[src/rtl/alu_op_sequencer.sv]
// Sequencer front end for the 4-bit shift/arithmetic ALU: operation FIFO, registered ALU operands, held result.
// Optional accumulator chaining is built when ALU_SEQ_ACC_EN is defined.
module alu_op_sequencer #(
    parameter int DEPTH = 4
) (
    input  logic       clk,
    input  logic       rst,
    input  logic       in_valid,
    output logic       in_ready,
    input  logic [3:0] in_op,
    input  logic [3:0] in_a,
    input  logic [3:0] in_b,
    input  logic       in_cin,
    input  logic       in_use_acc,
    output logic [3:0] alu_a,
    output logic [3:0] alu_b,
    output logic [3:0] alu_s,
    output logic       alu_cin,
    input  logic [3:0] alu_result,
    input  logic       alu_cout,
    output logic       out_valid,
    input  logic       out_ready,
    output logic [3:0] out_result,
    output logic       out_cout,
    output logic       out_zero,
    output logic [3:0] acc,
    output logic       busy,
    output logic [1:0] state_dbg
);
    localparam int AW = $clog2(DEPTH);
    localparam int PW = AW + 1;

    typedef enum logic [1:0] {IDLE = 2'd0, EXEC = 2'd1, HOLD = 2'd2} state_t;

    typedef struct packed {
        logic [3:0] op;
        logic [3:0] a;
        logic [3:0] b;
        logic       cin;
`ifdef ALU_SEQ_ACC_EN
        logic       use_acc;
`endif
    } entry_t;

    // Handshakes: a transfer happens on a rising edge where valid && ready are both high;
    // valid never waits for ready, and the producer holds its data stable until the transfer.
    state_t         state;
    entry_t         mem [DEPTH];
    entry_t         wr_entry;
    entry_t         head;
    logic [PW-1:0]  wr_ptr;
    logic [PW-1:0]  rd_ptr;
    logic           empty;
    logic           full;
    logic           push;
    logic           pop;
    logic [3:0]     a_sel;

    assign empty = (wr_ptr == rd_ptr);
    assign full  = (wr_ptr[AW-1:0] == rd_ptr[AW-1:0]) && (wr_ptr[AW] != rd_ptr[AW]);
    assign push  = in_valid && !full;
    assign pop   = !empty && ((state == IDLE) || ((state == HOLD) && out_ready));
    assign head  = mem[rd_ptr[AW-1:0]];

    assign in_ready  = !full;
    assign busy      = (state != IDLE) || !empty;
    assign state_dbg = state;

    always_comb begin
        wr_entry     = '0;
        wr_entry.op  = in_op;
        wr_entry.a   = in_a;
        wr_entry.b   = in_b;
        wr_entry.cin = in_cin;
`ifdef ALU_SEQ_ACC_EN
        wr_entry.use_acc = in_use_acc;
`endif
    end

`ifdef ALU_SEQ_ACC_EN
    logic [3:0] acc_q;
    assign acc   = acc_q;
    // acc was written in the EXEC of the previous operation, so it is current at every pop.
    assign a_sel = head.use_acc ? acc_q : head.a;
`else
    logic unused_use_acc;
    assign unused_use_acc = in_use_acc;
    assign acc   = 4'd0;
    assign a_sel = head.a;
`endif

    always_ff @(posedge clk) begin
        if (push) begin
            mem[wr_ptr[AW-1:0]] <= wr_entry;
        end
    end

    always_ff @(posedge clk or posedge rst) begin
        if (rst) begin
            wr_ptr <= '0;
            rd_ptr <= '0;
        end else begin
            if (push) wr_ptr <= wr_ptr + PW'(1);
            if (pop)  rd_ptr <= rd_ptr + PW'(1);
        end
    end

    always_ff @(posedge clk or posedge rst) begin
        if (rst) begin
            state      <= IDLE;
            alu_a      <= 4'd0;
            alu_b      <= 4'd0;
            alu_s      <= 4'd0;
            alu_cin    <= 1'b0;
            out_valid  <= 1'b0;
            out_result <= 4'd0;
            out_cout   <= 1'b0;
            out_zero   <= 1'b1;
`ifdef ALU_SEQ_ACC_EN
            acc_q      <= 4'd0;
`endif
        end else begin
            case (state)
                IDLE: begin
                    if (pop) begin
                        alu_a   <= a_sel;
                        alu_b   <= head.b;
                        alu_s   <= head.op;
                        alu_cin <= head.cin;
                        state   <= EXEC;
                    end
                end
                EXEC: begin
                    out_result <= alu_result;
                    out_cout   <= alu_cout;
                    out_zero   <= (alu_result == 4'd0);
`ifdef ALU_SEQ_ACC_EN
                    acc_q      <= alu_result;
`endif
                    out_valid  <= 1'b1;
                    state      <= HOLD;
                end
                HOLD: begin
                    if (out_ready) begin
                        out_valid <= 1'b0;
                        if (pop) begin
                            alu_a   <= a_sel;
                            alu_b   <= head.b;
                            alu_s   <= head.op;
                            alu_cin <= head.cin;
                            state   <= EXEC;
                        end else begin
                            state <= IDLE;
                        end
                    end
                end
                default: state <= IDLE;
            endcase
        end
    end
endmodule
[config.mk]
export PLATFORM = sky130hd
export DESIGN_NAME = alu_op_sequencer
export DESIGN_NICKNAME = d
export VERILOG_FILES = /design/src/rtl/alu_op_sequencer.sv
export SDC_FILE = /design/constraint.sdc
export NUM_CORES = 1
export LEC_CHECK = 0
export ABC_AREA = 1
export CORE_MARGIN = 2
export CORE_UTILIZATION = 58
export DETAILED_ROUTE_END_ITERATION = 8
export GPL_ROUTABILITY_DRIVEN = 0
export PLACE_DENSITY = 0.84
export SLEW_MARGIN = 10
export SYNTH_ARGS = -nofsm -noshare
export SYNTH_HDL_FRONTEND = slang
export SYNTH_SLANG_ARGS = --single-unit
[constraint.sdc]
create_clock -name clk -period 6.15 [get_ports clk]
set_clock_uncertainty 0.15 [all_clocks]
set_input_delay 1.23 -clock clk [delete_from_list [all_inputs] [get_ports clk]]
set_output_delay 1.23 -clock clk [all_outputs]
set_load 0.03 [all_outputs]
==> qor.csv, run 1 <==
metric;value;unit
tns;0;ps
reg2regPathDepth;7;
die-area;6744;µm²
yosys.area.top_type_share;44.11;%
ctsRootBufferMaster;clkbuf_8;
clockBufferDepth;2;
clock_latency;350;ps
drt-initial-drc-count;170;
avgSynthCellArea;9.724;µm²
synthTopCellsByArea;edfxtp_1 (44%), dfrtp_1 (19%), nand2_1 (13%);
yosysMostFrequentCell;nand2_1;
die_h;82.12;µm
crit_type;reg -> out;
fillers;429;
antenna_found_initial;0;
synth_ff_type;edfxtp_1;
die_w;82.12;µm
gr-total-overflow;0;
critPathCapture;in_ready;
wl_per_cell;13.66;µm
r2r-end;mem[0][7]$_DFFE_PP_;
drtPass1Iterations;4;
htreeDepth;3;
multi_input_area;924.6;µm²
grt.total_usage;21.98;%
clock_sinks;80;
max_freq;227.8;MHz
synth_async_sr_flop_share;35.00;%
synth_edf_count;52;
maxSlewHeadroom;27.66;%
hold_buffers;0;
cp_data_required_time;4770;ps
powerDensity;514.9;nW/µm²
worst_pin_slew;1084;ps
worstPathArrival;3010;ps
wl;6.720;mm
grt_max_degree;31;
rows;28;
drive_gt1_share;6.715;%
met2WireLength;3.437;mm
tritoncts;yes;
diodes;0;
dr.max_layer_used;met4;
first_global_vias;2329;
route.met3.wl;400;µm
hold_violations;0;
critPathMaxFanout;30;
ioPinCount;51;
nets;440;
power;2.174;mW
crit_chain;inv_2, nand2_1, nand2_4, nand3_2, clkdlybuf4s50_1;
holdCritPathClass;reg -> reg;
numCtsBuffers;9;
peakVddDrop;0.0002877;V
ys_top_cells_by_count;nand2_1 (123), inv_1 (68), edfxtp_1 (52);
post_cts.repair.setup_buffers;0;
synth_cells;364;
dp_hpwl;4.134;mm
setup_violations;0;
leakagePower;2.014;nW
period_needed;4389;ps
core;5921;µm²
portBuffers;45;
dp.cells;476;
vias;2490;
path_clk_slew;70;ps
cap_violations;0;
finalCritPeriodShare;71.37;%
outcome;finished, final reports clean;
rrSetupSlack;3160;ps
layout.cells.non_filler;492;
placed_cell_area;4025;µm²
crit_path_end_kind;output port;
ys_seq_elements;80;
startpoint_type;flop;
start_util;59.78;%
drt-vias-per-instance;5.061;
drc;0;
synth.distinct_cells;25;
register_area;2263;µm²
area_delta_synth_final;19.26;%
crit_start;rd_ptr[0]$_DFFE_PP0P_;
max_stage_delay;1030;ps
ys_seq_area_share;63.94;%
syn_area;3540;µm²
grt_first_pass_wirelength;10.54;mm
timing.rr.start;rd_ptr[0]$_DFFE_PP0P_;
drv_slew;0;
yosysTopAreaCell;edfxtp_1;
drtAntennaViolNets;0;
final_area;4222;µm²
rsz0062_at_grt;false;
yosys_warnings;0;
routedLengthMet1;2.665;mm
cts_resized;0;
slowest_stage;dfrtp_1;
critical path, delay by kind of cell (launching register included):
kind	cells	cell delay, ps
AND/OR/NAND/NOR	3	450
flip-flops	1	1030
buffers and inverters	2	1170
registers in the layout (all words and copies together), names as in the netlist:
name,count
out_valid,1
out_cout,1
out_result,4
out_zero,1
rd_ptr,3
alu_cin,1
mem,52
alu_b,4
wr_ptr,3
alu_a,4
alu_s,4
state_dbg,2
cell usage in the layout (no fill, tap or decap), types with 5 or more instances in the layout:
cell,Yosys,layout
edfxtp_1,52,52
ha_1,5,5
clkbuf_8,0,10
dfrtp_1,27,27
clkdlybuf4s50_1,0,45
nand2_1,123,123
nor2_1,8,8
nand3_1,46,46
inv_1,68,68
cell families after synthesis:
group / share of synthesized area (%)
compound gates: 0.9543
xor+xnor: 0.4950
fa+ha+maj: 1.767
buf+inv: 10.25
flops: 63.95
other cells: 0.1059
simple gates: 22.48
how the worst min path moves through the flow:
| stage | startpoint | end | depth (start not counted) |
|---|---|---|---|
| detailed placement | alu_s[2]$_DFFE_PP0P_ | alu_s[2]$_DFFE_PP0P_ | 2 |
| global placement | alu_a[1]$_DFFE_PP0P_ | alu_a[1]$_DFFE_PP0P_ | 2 |
| CTS | alu_s[2]$_DFFE_PP0P_ | alu_s[2]$_DFFE_PP0P_ | 2 |
| finish | alu_b[0]$_DFFE_PP0P_ | alu_b[0]$_DFFE_PP0P_ | 2 |
| floorplan | wr_ptr[1]$_DFFE_PP0P_ | wr_ptr[1]$_DFFE_PP0P_ | 2 |
| global route | alu_s[0]$_DFFE_PP0P_ | alu_s[0]$_DFFE_PP0P_ | 2 |
through the flow:
step,util (%),hold slack [ps],setup WS (ps)
final,71.30,327.9,1761
after global routing,71.30,348.0,1631
after CTS,71.30,334.3,1780
after detailed placement,67.98,314.7,2189
after global placement,67.98,306.0,2220
after floorplan,-,361.8,3665
metal layers:
layer / up-vias / global-route usage [%]
met5: - / 0
met4: 0 / 13.67
met3: 20 / 4.130
met2: 99 / 38.46
li1: 1218 / -
met1: 1153 / 24.83
report_power, final:
part           switching [mW]  internal (mW)  leakage, nW
logic                   0.588          0.329         1.10
registers               0.126          0.745        0.816
clock network           0.188          0.198       0.0974
total                   0.902           1.27         2.01
final cells by class:
type / count / area share (%)
inverter: 70 / 6.224
timing repair buffer: 49 / 11.38
clock buffer: 11 / 3.349
tap: 75 / 2.223
clock inverter: 5 / 1.304
multi-input combinational: 202 / 21.90
sequential: 80 / 53.62
Note: power is estimated with default switching activity, not from simulation.
==> run 2, diff against run 1 <==
--- a/config.mk
+++ b/config.mk
@@ -7,10 +7,10 @@
 export LEC_CHECK = 0
 export ABC_AREA = 1
 export CORE_MARGIN = 2
-export CORE_UTILIZATION = 58
+export CORE_UTILIZATION = 54
 export DETAILED_ROUTE_END_ITERATION = 8
 export GPL_ROUTABILITY_DRIVEN = 0
-export PLACE_DENSITY = 0.84
+export PLACE_DENSITY = 0.79
 export SLEW_MARGIN = 10
 export SYNTH_ARGS = -nofsm -noshare
 export SYNTH_HDL_FRONTEND = slang
==> constraint.sdc (replaced) <==
create_clock -name clk -period 4.2 [get_ports clk]
set_clock_uncertainty 0.15 [all_clocks]
set_input_delay 0.84 -clock clk [delete_from_list [all_inputs] [get_ports clk]]
set_output_delay 0.84 -clock clk [all_outputs]
set_load 0.03 [all_outputs]
==> run 2 against run 1 <==
  * Utilization fell by 4.4 points
  * Highest routed layer unchanged
  * Clock-buffer cell count is 2 lower
  * Sequential share of layout area decreased by 0.30 points
  * Power up 46%
  * Largest cell class unchanged
  * Cell count increased by 1.0%
  * Critical path depth is 1 higher
==> qor.csv, run 2 (same netlist as run 1, synthesis figures left out) <==
metric;value;unit;change
crit_path_end_kind;output port;;unchanged
nets;443;;was 440
drt-vias-per-instance;4.920;;was 5.061
cts_resized;0;;unchanged
grt_first_pass_wirelength;11.17;mm;was 10.54 mm
path_clk_slew;80;ps;was 70 ps
critPathBufInv;3;;was 2
dp_hpwl;4.247;mm;was 4.134 mm
drv_slew;0;;unchanged
ctsRootBufferMaster;clkbuf_8;;unchanged
start_util;55.74;%;was 59.78%
max_stage_delay;620;ps;was 1030 ps
drive_gt1_share;7.619;%;was 6.715%
final_cell_mix;nand2_1 (123), inv_1 (68), edfxtp_1 (52);;unchanged
grtUsageMet1;24.49;%;was 24.83%
tns;0;ps;unchanged
largest_reg_flops;52;;unchanged
drtAntennaViolNets;0;;unchanged
grt.total_usage;20.07;%;was 21.98%
outcome;finished, final reports clean;;unchanged
leakagePower;2.025;nW;was 2.014 nW
crit_chain;buf_4, inv_2, nand2_1, nand2_4, nand3_2, clkdlybuf4s50_1;;was inv_2, nand2_1, nand2_4, nand3_2, clkdlybuf4s50_1
placed_cell_area;4050;µm²;was 4025 µm²
grt_max_degree;31;;unchanged
hold_violations;0;;unchanged
final_common_cell;nand2_1;;unchanged
core;6350;µm²;was 5921 µm²
die_h;84.96;µm;was 82.12 µm
die-area;7218;µm²;was 6744 µm²
area_delta_synth_final;19.94;%;was 19.26%
ioPinCount;51;;unchanged
worstPathArrival;2380;ps;was 3010 ps
clock_latency;350;ps;about the same
wl_per_cell;13.36;µm;was 13.66 µm
htreeDepth;3;;unchanged
clockBufferDepth;2;;unchanged
drtPass1Iterations;4;;unchanged
tritoncts;yes;;unchanged
drt-initial-drc-count;166;;was 170
rows;29;;was 28
post_cts.repair.setup_buffers;0;;unchanged
clock_sinks;80;;unchanged
peakVddDrop;0.0004470;V;was 0.0002877 V
powerDensity;750.1;nW/µm²;was 514.9 nW/µm²
power;3.184;mW;was 2.174 mW
crit_family;buffers and inverters;;unchanged
rsz0062_at_grt;false;;unchanged
holdCritPathClass;reg -> reg;;unchanged
met2_usage;33.24;%;was 38.46%
met3_usage;3.599;%;was 4.130%
maxSlewHeadroom;28.65;%;was 27.66%
drc;0;;unchanged
first_global_vias;2474;;was 2329
critPathMaxFanout;30;;unchanged
period_needed;3371;ps;
grt-busiest-layer;met2;;unchanged
numCtsBuffers;9;;unchanged
final_area;4245;µm²;was 4222 µm²
vias;2445;;was 2490
wl;6.641;mm;was 6.720 mm
diodes;0;;unchanged
slowest_stage;clkdlybuf4s50_1;;was dfrtp_1
cp_data_required_time;3210;ps;was 4770 ps
die_w;84.96;µm;was 82.12 µm
antenna_found_initial;0;;unchanged
startpoint_type;flop;;unchanged
setup_violations;0;;unchanged
fillers;475;;was 429
portBuffers;45;;unchanged
finalCritPeriodShare;80.26;%;
crit_type;reg -> out;;unchanged
cap_violations;0;;unchanged
max_freq;296.6;MHz;
hold_buffers;0;;unchanged
worst_pin_slew;1069;ps;was 1084 ps
gr-total-overflow;0;;unchanged
-- run 2: cell types whose count changed in the layout (fill, tap and decap cells not counted), sizes merged --
cell / previous run / this run
buf: 4 / 7
clkbuf: 11 / 9
clkinv: 2 / 3
clkinvlp: 1 / 2
-- run 2: per-stage QoR --
| step | hold WS (ps) | utilization, % | cells | setup slack [ps] |
|---|---|---|---|---|
| after global placement | 306.0 | 63.78 | 481 | 1244 |
| final | 327.6 | 66.86 | 497 | 829.0 |
| after floorplan | 361.8 | - | 367 | 1998 |
| after detailed placement | 313.3 | 63.78 | 481 | 1203 |
| after global routing | 359.1 | 66.86 | 497 | 690.5 |
| after CTS | 331.6 | 66.86 | 497 | 815.9 |
-- run 2: worst reg2reg max path, delay by kind of cell, from the launching register on --
kind,cells,cell delay (ps)
flops,1,330
simple gates,5,680
buf+inv,3,880
-- run 2: power by group --
group,switching [mW],internal [mW],total (mW)
sequential,0.112,1.09,1.20
combinational,0.927,0.498,1.42
clock,0.281,0.274,0.555
-- run 2: layout make-up --
cell class              count  area [µm²]  area share (%)
repair buffers             52       503.0           11.85
clock buffers               9       123.9           2.918
clock inverters             7       71.32           1.680
well taps                  77       96.34           2.269
flip-flops and latches     80        2263           53.32
inverters                  70       262.8           6.189
multi-input cells         202       924.6           21.78
-- run 2: metal layers --
metal | up-vias | wire length (µm)
met2 | 65 | 3439
met4 | 0 | 138
met1 | 1145 | 2750
li1 | 1225 | -
met3 | 10 | 312
met5 | - | 0
-- run 2: path summary, 6_finish.rpt --
path / startpoint / to / slack [ps] / cells past startpoint
min: alu_a[3]$_DFFE_PP0P_ / alu_a[3]$_DFFE_PP0P_ / 330 / 2
min reg2reg: alu_a[3]$_DFFE_PP0P_ / alu_a[3]$_DFFE_PP0P_ / 330 / 2
max in group asynchronous: rst / rd_ptr[0]$_DFFE_PP0P_ / 2350 / 2
max reg2reg: rd_ptr[0]$_DFFE_PP0P_ / mem[0][2]$_DFFE_PP_ / 1860 / 8
max: rd_ptr[0]$_DFFE_PP0P_ / in_ready / 830 / 6
min in group asynchronous: rst / wr_ptr[2]$_DFFE_PP0P_ / 900 / 2
==> run 3, diff against run 2 <==
--- a/config.mk
+++ b/config.mk
@@ -7,10 +7,10 @@
 export LEC_CHECK = 0
 export ABC_AREA = 1
 export CORE_MARGIN = 2
-export CORE_UTILIZATION = 54
+export CORE_UTILIZATION = 49
 export DETAILED_ROUTE_END_ITERATION = 8
 export GPL_ROUTABILITY_DRIVEN = 0
-export PLACE_DENSITY = 0.79
+export PLACE_DENSITY = 0.76
 export SLEW_MARGIN = 10
 export SYNTH_ARGS = -nofsm -noshare
 export SYNTH_HDL_FRONTEND = slang
==> constraint.sdc (replaced) <==
create_clock -name clk -period 2.9 [get_ports clk]
set_clock_uncertainty 0.15 [all_clocks]
set_input_delay 0.58 -clock clk [delete_from_list [all_inputs] [get_ports clk]]
set_output_delay 0.58 -clock clk [all_outputs]
set_load 0.03 [all_outputs]
==> run 3 against run 2 <==
  * Flip-flop and latch count stayed put
  * Clock-buffer cell count is 5 higher
  * Setup slack worse by 190 ps
==> qor.csv, run 3 (same netlist as run 1, synthesis figures left out) <==
metric;value;unit;change
outcome;finished, final reports clean;;unchanged
leakagePower;2.042;nW;was 2.025 nW
grt.total_usage;18.52;%;was 20.07%
largest_reg_flops;52;;unchanged
p_int;2.766;mW;was 1.864 mW
grt-busiest-layer;met2;;unchanged
finalCritPeriodShare;77.84;%;
drt-vias-per-instance;4.647;;was 4.920
ctsRootBufferMaster;clkbuf_8;;unchanged
ioPinCount;51;;unchanged
crit_path_end_kind;output port;;unchanged
diodes;0;;unchanged
clock_sinks;80;;unchanged
layout.cells.non_filler;519;;was 497
path_clk_slew;70;ps;was 80 ps
grtUsageMet1;22.13;%;was 24.49%
setup_violations;0;;unchanged
worstPathArrival;1530;ps;was 2380 ps
wl;6.522;mm;was 6.641 mm
met2_usage;31.61;%;was 33.24%
p_switching;1.870;mW;was 1.320 mW
die_w;88.99;µm;was 84.96 µm
crit_type;reg -> out;;unchanged
die-area;7919;µm²;was 7218 µm²
drt-initial-drc-count;119;;was 166
tritoncts;yes;;unchanged
area_delta_synth_final;21.24;%;was 19.94%
wl_per_cell;12.57;µm;was 13.36 µm
p_sw_share;40.34;%;was 41.46%
drtAntennaViolNets;0;;unchanged
first_global_vias;2405;;was 2474
die_h;88.99;µm;was 84.96 µm
rsz0062_at_grt;false;;unchanged
hold_buffers;0;;unchanged
final_cell_mix;nand2_1 (123), inv_1 (68), edfxtp_1 (52);;unchanged
dp_hpwl;4.155;mm;was 4.247 mm
drtPass1Iterations;4;;unchanged
critPathBufInv;1;;was 3
drc;0;;unchanged
antenna_found_initial;0;;unchanged
portBuffers;45;;unchanged
nets;446;;was 443
slowest_stage;clkdlybuf4s50_1;;unchanged
cap_violations;0;;unchanged
clock_latency;350;ps;about the same
vias;2412;;was 2445
crit_chain;clkdlybuf4s50_1;;was buf_4, inv_2, nand2_1, nand2_4, nand3_2, clkdlybuf4s50_1
max_stage_delay;660;ps;was 620 ps
clkPwrFrac;17.7;%;was 17.4%
holdCritPathClass;reg -> reg;;unchanged
rows;30;;was 29
final_common_cell;nand2_1;;unchanged
dp.cells;503;;was 481
drv_slew;0;;unchanged
power_frac_seq;38.2;%;was 37.8%
max_freq;443.0;MHz;
grt_first_pass_wirelength;10.81;mm;was 11.17 mm
period_needed;2257;ps;
combPwrFrac;44.1;%;was 44.7%
clockBufferDepth;2;;unchanged
powerDensity;1080;nW/µm²;was 750.1 nW/µm²
hold_violations;0;;unchanged
met3_usage;5.078;%;was 3.599%
htreeDepth;3;;unchanged
startpoint_type;flop;;unchanged
start_util;51.25;%;was 55.74%
tns;0;ps;unchanged
fillers;579;;was 475
crit_family;buffers and inverters;;unchanged
gr-total-overflow;0;;unchanged
critPathMaxFanout;2;;was 30
drive_gt1_share;8.274;%;was 7.619%
numCtsBuffers;9;;unchanged
post_cts.repair.setup_buffers;0;;unchanged
cp_data_required_time;2170;ps;was 3210 ps
peakVddDrop;0.0004630;V;was 0.0004470 V
cts_resized;0;;unchanged
grt_max_degree;29;;was 31
core;6907;µm²;was 6350 µm²
[run 3: routing by layer]
| metal | up-vias | share of wire (%) |
|---|---|---|
| li1 | 1230 | - |
| met4 | 0 | 1.8 |
| met1 | 1100 | 42 |
| met2 | 71 | 49 |
| met3 | 11 | 7.0 |
| met5 | - | 0 |
[run 3: power groups by stage]
stage	logic [mW]	clock network, mW	registers [mW]
2_1_floorplan	1.15	0	2.05
3_3_place_gp	2.02	0	1.78
3_5_place_dp	2.05	0	1.80
4_1_cts	2.07	0.835	1.77
5_1_grt	2.28	0.886	1.81
6_report	2.05	0.820	1.77
[run 3: final cells by class]
type	count	area (µm²)	area share (%)
flip-flops and latches	80	2263	52.74
multi-input cells	202	924.6	21.55
repair buffers	55	520.5	12.13
inverters	70	262.8	6.122
clock buffers	14	162.7	3.790
well taps	96	120.1	2.799
clock inverters	2	37.54	0.8746
[run 3: final timing paths]
kind / from / end / slack (ps) / cells past startpoint
worst max-delay path: out_zero$_DFFE_PP1P_ / out_zero / 640 / 1
worst min-delay path: alu_b[3]$_DFFE_PP0P_ / alu_b[3]$_DFFE_PP0P_ / 320 / 2
worst max register to register: rd_ptr[1]$_DFFE_PP0P_ / mem[0][4]$_DFFE_PP_ / 930 / 7
worst min register to register: alu_b[3]$_DFFE_PP0P_ / alu_b[3]$_DFFE_PP0P_ / 320 / 2
max in group asynchronous: rst / out_zero$_DFFE_PP1P_ / 1840 / 3
min in group asynchronous: rst / wr_ptr[2]$_DFFE_PP0P_ / 450 / 3
[run 3: stage by stage]
stage          instance area (µm²)  utilization [%]  power (mW)  worst slack, ps  hold WS (ps)
6_report                      4292            62.14       4.636            642.8         322.4
5_1_grt                       4292            62.14       4.979            553.5         354.1
4_1_cts                       4292            62.14       4.676            628.4         327.5
3_5_place_dp                  4091            59.24       3.852            767.8         308.3
3_3_place_gp                  4091            59.24       3.799            785.6         303.9
2_1_floorplan                 3551                -       3.195            697.9         361.8
